<file path="src/rtl/mode_ctrl_pkg.sv">
// Shared definitions for the mode-control protocol: reserved characters, rate codes,
// encoder states and byte-classification helpers used by both link ends.
package mode_ctrl_pkg;

    localparam logic [7:0] CH_M   = 8'h4D;
    localparam logic [7:0] CH_m   = 8'h6D;
    localparam logic [7:0] CH_F   = 8'h46;
    localparam logic [7:0] CH_f   = 8'h66;
    localparam logic [7:0] CH_NUL = 8'h00;
    localparam logic [7:0] CH_R1  = 8'h31;
    localparam logic [7:0] CH_R5  = 8'h35;
    localparam logic [7:0] CH_RA  = 8'h41;

    typedef enum logic [1:0] {
        RATE_1   = 2'b00,
        RATE_5   = 2'b01,
        RATE_A   = 2'b10,
        RATE_BAD = 2'b11
    } rate_t;

    typedef enum logic [2:0] {
        ST_IDLE      = 3'd0,
        ST_SEND_M    = 3'd1,
        ST_SEND_RATE = 3'd2,
        ST_SEND_F    = 3'd3,
        ST_SEND_DATA = 3'd4,
        ST_GAP       = 3'd5
    } state_t;

    // Bytes the far-end decoder treats as framing; never allowed as payload.
    function automatic logic is_reserved(input logic [7:0] b);
        return (b == CH_NUL) || (b == CH_M) || (b == CH_m) || (b == CH_F) || (b == CH_f);
    endfunction

    function automatic logic [7:0] rate_char(input rate_t r);
        case (r)
            RATE_1:  return CH_R1;
            RATE_5:  return CH_R5;
            RATE_A:  return CH_RA;
            default: return CH_NUL;
        endcase
    endfunction

    // Byte driven in a command SEND state; payload bytes are latched separately.
    function automatic logic [7:0] send_byte(input state_t st, input rate_t r);
        case (st)
            ST_SEND_M:    return CH_M;
            ST_SEND_RATE: return rate_char(r);
            ST_SEND_F:    return CH_F;
            default:      return CH_NUL;
        endcase
    endfunction

endpackage

</file>
<file path="src/rtl/mode_command_tx_if.sv">
// Handshake bundle between the host, the mode-command encoder and the UART transmitter.
interface mode_command_tx_if;

    logic       icmd_valid;
    logic [1:0] icmd_rate;
    logic       ocmd_ready;
    logic [7:0] idata;
    logic       idata_valid;
    logic       odata_ready;
    logic [7:0] otx_data;
    logic       otx_valid;
    logic       itx_ready;

    // Encoder side.
    modport master (
        input  icmd_valid, icmd_rate, idata, idata_valid, itx_ready,
        output ocmd_ready, odata_ready, otx_data, otx_valid
    );

    // Host / UART side.
    modport slave (
        output icmd_valid, icmd_rate, idata, idata_valid, itx_ready,
        input  ocmd_ready, odata_ready, otx_data, otx_valid
    );

endinterface

</file>
<file path="src/rtl/mode_tx_gap_timer.sv">
// Inter-byte idle timer: loaded with GAP_CYCLES on a byte handoff, counts down while
// the encoder sits in its gap state, and flags the last gap cycle.
module mode_tx_gap_timer #(
    parameter int GAP_CYCLES = 4,
    parameter int GAP_W      = 8
) (
    input  logic clk,
    input  logic reset,
    input  logic load,
    input  logic dec,
    output logic done
);

    localparam logic [GAP_W-1:0] LOAD_VAL = GAP_W'(GAP_CYCLES);
    localparam logic [GAP_W-1:0] ONE      = GAP_W'(1);
    localparam logic [GAP_W-1:0] ZERO     = GAP_W'(0);

    logic [GAP_W-1:0] cnt_r;

    // Gap counter: load wins over decrement; never wraps below zero.
    always_ff @(posedge clk or negedge reset) begin
        if (!reset) begin
            cnt_r <= ZERO;
        end else if (load) begin
            cnt_r <= LOAD_VAL;
        end else if (dec && (cnt_r != ZERO)) begin
            cnt_r <= cnt_r - ONE;
        end
    end

    assign done = (cnt_r == ONE);

endmodule

</file>
<file path="src/rtl/mode_command_tx.sv">
// Host-side mode-control encoder: expands rate commands into 'M',<rate>,'F', forwards
// non-reserved payload bytes, and paces every byte to the UART with an idle gap.
module mode_command_tx
    import mode_ctrl_pkg::*;
#(
    parameter int GAP_CYCLES = 4,
    parameter int GAP_W      = 8
) (
    input  logic               clk,
    input  logic               reset,
    mode_command_tx_if.master  bus,
    output logic               obusy,
    output logic               oerr,
    output logic [1:0]         orate_sent
);

    state_t     state_r;
    state_t     gap_next_r;
    state_t     after_s;
    rate_t      rate_r;
    rate_t      orate_sent_r;
    rate_t      cmd_rate_s;
    logic [7:0] otx_data_r;
    logic       otx_valid_r;
    logic       oerr_r;
    logic       idle_s;
    logic       cmd_fire_s;
    logic       data_fire_s;
    logic       handoff_s;
    logic       gap_load_s;
    logic       gap_dec_s;
    logic       gap_done_s;

    assign idle_s      = (state_r == ST_IDLE);
    assign cmd_rate_s  = rate_t'(bus.icmd_rate);
    // Commands take priority: a payload byte is only offered when no command is pending.
    assign cmd_fire_s  = idle_s & bus.icmd_valid;
    assign data_fire_s = idle_s & ~bus.icmd_valid & bus.idata_valid;
    assign handoff_s   = otx_valid_r & bus.itx_ready;
    assign gap_load_s  = handoff_s & (GAP_CYCLES != 0);
    assign gap_dec_s   = (state_r == ST_GAP);

    assign bus.ocmd_ready  = idle_s;
    assign bus.odata_ready = idle_s & ~bus.icmd_valid;
    assign bus.otx_data    = otx_data_r;
    assign bus.otx_valid   = otx_valid_r;
    assign obusy           = ~idle_s;
    assign oerr            = oerr_r;
    assign orate_sent      = orate_sent_r;

    mode_tx_gap_timer #(
        .GAP_CYCLES (GAP_CYCLES),
        .GAP_W      (GAP_W)
    ) u_gap_timer (
        .clk   (clk),
        .reset (reset),
        .load  (gap_load_s),
        .dec   (gap_dec_s),
        .done  (gap_done_s)
    );

    // State that follows the byte currently on the wire once its gap has elapsed.
    always_comb begin
        after_s = ST_IDLE;
        case (state_r)
            ST_SEND_M:    after_s = ST_SEND_RATE;
            ST_SEND_RATE: after_s = ST_SEND_F;
            default:      after_s = ST_IDLE;
        endcase
    end

    // Encoder FSM with registered byte, valid, error and last-rate outputs.
    always_ff @(posedge clk or negedge reset) begin
        if (!reset) begin
            state_r      <= ST_IDLE;
            gap_next_r   <= ST_IDLE;
            rate_r       <= RATE_1;
            orate_sent_r <= RATE_1;
            otx_data_r   <= 8'h00;
            otx_valid_r  <= 1'b0;
            oerr_r       <= 1'b0;
        end else begin
            oerr_r <= 1'b0;
            case (state_r)
                ST_IDLE: begin
                    if (cmd_fire_s) begin
                        if (cmd_rate_s == RATE_BAD) begin
                            oerr_r <= 1'b1;
                        end else begin
                            rate_r      <= cmd_rate_s;
                            state_r     <= ST_SEND_M;
                            otx_data_r  <= CH_M;
                            otx_valid_r <= 1'b1;
                        end
                    end else if (data_fire_s) begin
                        // Reserved bytes are swallowed so the decoder never sees a stray frame.
                        if (is_reserved(bus.idata)) begin
                            oerr_r <= 1'b1;
                        end else begin
                            state_r     <= ST_SEND_DATA;
                            otx_data_r  <= bus.idata;
                            otx_valid_r <= 1'b1;
                        end
                    end
                end
                ST_SEND_M, ST_SEND_RATE, ST_SEND_F, ST_SEND_DATA: begin
                    if (handoff_s) begin
                        if (state_r == ST_SEND_F) begin
                            orate_sent_r <= rate_r;
                        end
                        if (GAP_CYCLES == 0) begin
                            state_r     <= after_s;
                            otx_valid_r <= (after_s != ST_IDLE);
                            otx_data_r  <= send_byte(after_s, rate_r);
                        end else begin
                            state_r     <= ST_GAP;
                            otx_valid_r <= 1'b0;
                            gap_next_r  <= after_s;
                        end
                    end
                end
                ST_GAP: begin
                    if (gap_done_s) begin
                        state_r <= gap_next_r;
                        if (gap_next_r != ST_IDLE) begin
                            otx_valid_r <= 1'b1;
                            otx_data_r  <= send_byte(gap_next_r, rate_r);
                        end
                    end
                end
                default: begin
                    state_r     <= ST_IDLE;
                    otx_valid_r <= 1'b0;
                end
            endcase
        end
    end

endmodule

</file>
<file path="src/flat_wrapper.sv">
// flat-port wrapper written by rule: the top's interface ports become plain ports
module mode_command_tx_flat import mode_ctrl_pkg::*;
#(
    parameter int GAP_CYCLES = 4,
    parameter int GAP_W      = 8
)
  (clk, reset, obusy, oerr, orate_sent, bus_icmd_valid, bus_icmd_rate, bus_idata, bus_idata_valid, bus_itx_ready, bus_ocmd_ready, bus_odata_ready, bus_otx_data, bus_otx_valid);
  mode_command_tx_if bus_i ();
  input  logic clk;
  input  logic reset;
  output logic obusy;
  output logic oerr;
  output logic [1:0] orate_sent;
  input wire logic [$bits(bus_i.icmd_valid)-1:0] bus_icmd_valid;
  input wire logic [$bits(bus_i.icmd_rate)-1:0] bus_icmd_rate;
  input wire logic [$bits(bus_i.idata)-1:0] bus_idata;
  input wire logic [$bits(bus_i.idata_valid)-1:0] bus_idata_valid;
  input wire logic [$bits(bus_i.itx_ready)-1:0] bus_itx_ready;
  output wire logic [$bits(bus_i.ocmd_ready)-1:0] bus_ocmd_ready;
  output wire logic [$bits(bus_i.odata_ready)-1:0] bus_odata_ready;
  output wire logic [$bits(bus_i.otx_data)-1:0] bus_otx_data;
  output wire logic [$bits(bus_i.otx_valid)-1:0] bus_otx_valid;
  assign bus_i.icmd_valid = bus_icmd_valid;
  assign bus_i.icmd_rate = bus_icmd_rate;
  assign bus_i.idata = bus_idata;
  assign bus_i.idata_valid = bus_idata_valid;
  assign bus_i.itx_ready = bus_itx_ready;
  assign bus_ocmd_ready = bus_i.ocmd_ready;
  assign bus_odata_ready = bus_i.odata_ready;
  assign bus_otx_data = bus_i.otx_data;
  assign bus_otx_valid = bus_i.otx_valid;
  mode_command_tx #(.GAP_CYCLES(GAP_CYCLES), .GAP_W(GAP_W)) u_core (.clk(clk), .reset(reset), .bus(bus_i), .obusy(obusy), .oerr(oerr), .orate_sent(orate_sent));
endmodule
</file>
<file path="config.mk">
export PLATFORM = sky130hd
export DESIGN_NAME = mode_command_tx_flat
export DESIGN_NICKNAME = d
export VERILOG_FILES = /design/src/rtl/mode_ctrl_pkg.sv /design/src/rtl/mode_command_tx_if.sv /design/src/rtl/mode_tx_gap_timer.sv /design/src/rtl/mode_command_tx.sv /design/src/flat_wrapper.sv
export SDC_FILE = /design/constraint.sdc
export NUM_CORES = 1
export LEC_CHECK = 0
export BUFFER_PORTS_ARGS = -buffer_cell sky130_fd_sc_hd__buf_2
export CAP_MARGIN = 40
export CORE_AREA = 2 2 61 63
export DETAILED_ROUTE_END_ITERATION = 8
export DIE_AREA = 0 0 63 65
export PLACE_DENSITY = 0.71
export SYNTH_ARGS = -nofsm -noshare
export SYNTH_HDL_FRONTEND = slang
export SYNTH_SLANG_ARGS = --single-unit
</file>
<file path="constraint.sdc">
create_clock -name clk -period 2.3 [get_ports clk]
set_input_delay 0.69 -clock clk [delete_from_list [all_inputs] [get_ports clk]]
set_output_delay 0.69 -clock clk [all_outputs]
set_load 0.02 [all_outputs]
</file>
==> results.md <==
- Clk pin slew, worst setup/hold paths: 0.15 ns
- Sequential-to-total area share from yosys stat: between 40% and 50%
- Synth-to-Final Area Change: 16.14%
- RSZ-0062 raised after global routing: no
- Post-route clock period utilization: 96.48%
- Site Rows: 22
- Max clock buf depth: 2
- Die area: between 4000 and 5000 um2
- Worst setup SP type: register
- R2R Setup Slk: 0.19 ns
- Max-slew headroom: 60.15%
- DR vias: 1271
- Pwr dens: 1365 nW/um2
- Non-filler cells, final: 238
- Post-synth cell types: 46
- NumNets Final: 208
- Clock Skew: 0.007728 ns
- Port Buffers: 29
- #FFs+latches synth: 27
- Syn Area/Cell: 9.826 um2
- DR pass1 iterations: 4
- Total grt overflow: 0
- Post-Route WL: 3.245 mm
- Max Freq: approximately 0.45 GHz
- Slew Viols, Final: 0
- Setup TNS: 0 ns
- Clock buffer count from CTS: 3
- Number of antenna violations at the first check in global routing: 0
- Post-synth EDFFs: 0
- First-pass GRT wire length: 5.651 mm
- Clock Sinks: 27
- Critical Path End: bus_odata_ready
- Post-Place Cells: about 230
- Hold Violations, Final: 0
- Fraction of layout cells with a size suffix above 1: approximately a third
- HP Class: input pin to async pin
- Worst vdd ir: 549.3 uV
- Yosys warnings: 0
- Worst EP required: 1.61 ns
- Synth async-reset ratio: 100.0%
- Register area: just under 700 um2
- Post-synth top flop: dfrtp_1
- Gpl congestion: 0.8567
- CP Max Fanout: 10
- H-tree depth: 1
- Netlist Area Pre-Place: 1543 um2
- Detail Placement HPWL: 2.601 mm
- # diodes: 0
- CTS Hold Bufs: 0
- Worst hold slack: 0.3327 ns
- Leak: slightly above 0.8 nW
- Drt initial violations: 39
- Initial Utilization: between 40% and 50%
- Final setup fails: 0
- Die W: 63 um
- Most frequent cells in the layout: buf_2 (29), dfrtp_1 (27), nor2_1 (20), inv_1 (11), mux2_2 (10)
- Vias in the first global route: roughly 1300
- Cell count after synthesis: 157
- Clock period minus worst slack: around 2.2 ns
- Worst-Skew Late Latency: about 0.34 ns
- Clock root cell: clkbuf_4
- Routed length per instance: 13.63 um
- R2R Path End: u_core.bus.otx_data[2]$_DFFE_PN0P_
- Setup CP Type: register to output port
- Crit Reg-Reg Startpoint: u_core.u_gap_timer.cnt_r[5]$_DFFE_PN0P_
- TritonCTS clock tree: done
- I/O pins: 30
- Crit path arrival time: between 1.5 and 2 ns
- All-Layer GR Usage: between 10% and 20%
- Worst setup startpoint: u_core.state_r[1]$_DFFE_PN0P_
- Fill cells: 331
- Largest net degree at the start of global routing: 28
- DRC: 0
- Worst-Margin Slew: ~0.6 ns
- Commonest non-fill, non-tap cell in the layout: buf_2
- Status: finished, final reports clean
- Syn Nets: 174
- Post-route core utilization: 51.25%
- Post-route ant nets: 0
- Max Cap Viol: 0
- Via density: 5.340
- Area of the multi-input gates: 794.5 um2
- R2R cell count: 5
- Die height: approximately 65 um
- Core area: 3496 um2
- Crit. End Element: output port
-- cell usage after synthesis, types with 2 or more instances --
| cell type | instances | area share, % |
|---|---|---|
| buf_2 | 2 | 0.65 |
| xor2_1 | 4 | 2.3 |
| a31oi_1 | 2 | 0.81 |
| o22a_1 | 2 | 1.1 |
| mux2i_1 | 2 | 1.3 |
| inv_1 | 11 | 2.7 |
| nand2_1 | 9 | 2.2 |
| dfrtp_1 | 27 | 44 |
| nor2_1 | 20 | 4.9 |
| xnor2_1 | 2 | 1.1 |
| and2_1 | 2 | 0.81 |
| nor2_4 | 2 | 1.5 |
| nand4_1 | 3 | 1.2 |
| nor3_1 | 4 | 1.3 |
| nand3b_1 | 6 | 2.9 |
| a21oi_1 | 8 | 2.6 |
| o21ai_0 | 7 | 2.3 |
| ha_1 | 2 | 1.6 |
| a211oi_1 | 2 | 0.97 |
| mux2_2 | 10 | 7.3 |
| or2_4 | 2 | 1.1 |
| buf_4 | 2 | 0.97 |
| a21o_2 | 2 | 1.1 |
| o22ai_1 | 2 | 0.81 |
-- sequential cells by signal, summed over array words and instances (netlist names) --
name,flops
u_core.state_r,3
u_core.bus.otx_data,8
u_core.bus.otx_valid,1
u_core.u_gap_timer.cnt_r,8
u_core.gap_next_r,2
u_core.rate_r,2
u_core.orate_sent,2
u_core.oerr,1
-- layer usage --
metal	global-route usage (%)	part of all wire (%)	vias up
met5	0	0	-
met4	4.444	0.65	0
li1	-	-	619
met1	19.78	42	619
met2	32.18	53	30
met3	2.604	4.5	3
-- worst min path at each step --
| stage | from | to | slack [ns] | cells after the start |
|---|---|---|---|---|
| floorplan | reset | u_core.bus.otx_data[0]$_DFFE_PN0P_ | 0.39 | 0 |
| global placement | u_core.bus.otx_data[5]$_DFFE_PN0P_ | u_core.bus.otx_data[5]$_DFFE_PN0P_ | 0.49 | 1 |
| detailed placement | u_core.orate_sent[1]$_DFFE_PN0P_ | u_core.orate_sent[1]$_DFFE_PN0P_ | 0.50 | 1 |
| CTS | reset | u_core.bus.otx_data[4]$_DFFE_PN0P_ | 0.37 | 1 |
| global route | reset | u_core.bus.otx_data[7]$_DFFE_PN0P_ | 0.37 | 1 |
| finish | reset | u_core.bus.otx_data[4]$_DFFE_PN0P_ | 0.33 | 1 |
-- cell families (layout without fill, tap and decap cells) --
group / Yosys count / after routing / synth area share, %
compound gates: 32 / 32 / 14.27
xor+xnor: 6 / 6 / 3.406
simple gates: 61 / 61 / 23.03
flops: 27 / 27 / 43.80
mux: 12 / 12 / 8.597
fa+ha+maj: 2 / 2 / 1.622
buf+inv: 17 / 50 / 5.271
-- cell type report --
type,instances,area share [%]
clock buffer,3,1.257
inverter,11,2.304
sequential,27,37.71
tap,48,3.352
clock inverter,1,0.4190
timing repair buffer,35,10.61
multi-input combinational,113,44.34
-- critical path: stages (launching register included) --
cell	delay, ns
dfrtp_1	0.53
nor4_4	0.43
buf_2	0.23
-- through the flow --
step                      worst slack, ns  instance area, um2  total power (W)
final                             0.08098                1792         0.002445
after CTS                         0.09531                1792         0.002458
after global placement             0.1122                1753         0.002162
after floorplan                    0.1341                1543         0.001848
after global routing              0.02727                1792         0.002640
after detailed placement          0.05201                1753         0.002232
-- what timing repair did --
item	in CTS	in global routing
setup endpoints to repair	1	0
gates resized for setup	1	0
buffers inserted	0	0
-- power breakdown --
| group | internal [W] | switching [W] |
|---|---|---|
| Combinational | 0.000613 | 0.000720 |
| Clock | 0.0000668 | 0.000148 |
| Sequential | 0.000668 | 0.000229 |
| Total | 0.00135 | 0.00110 |
Note: power is estimated with default switching activity, not from simulation.
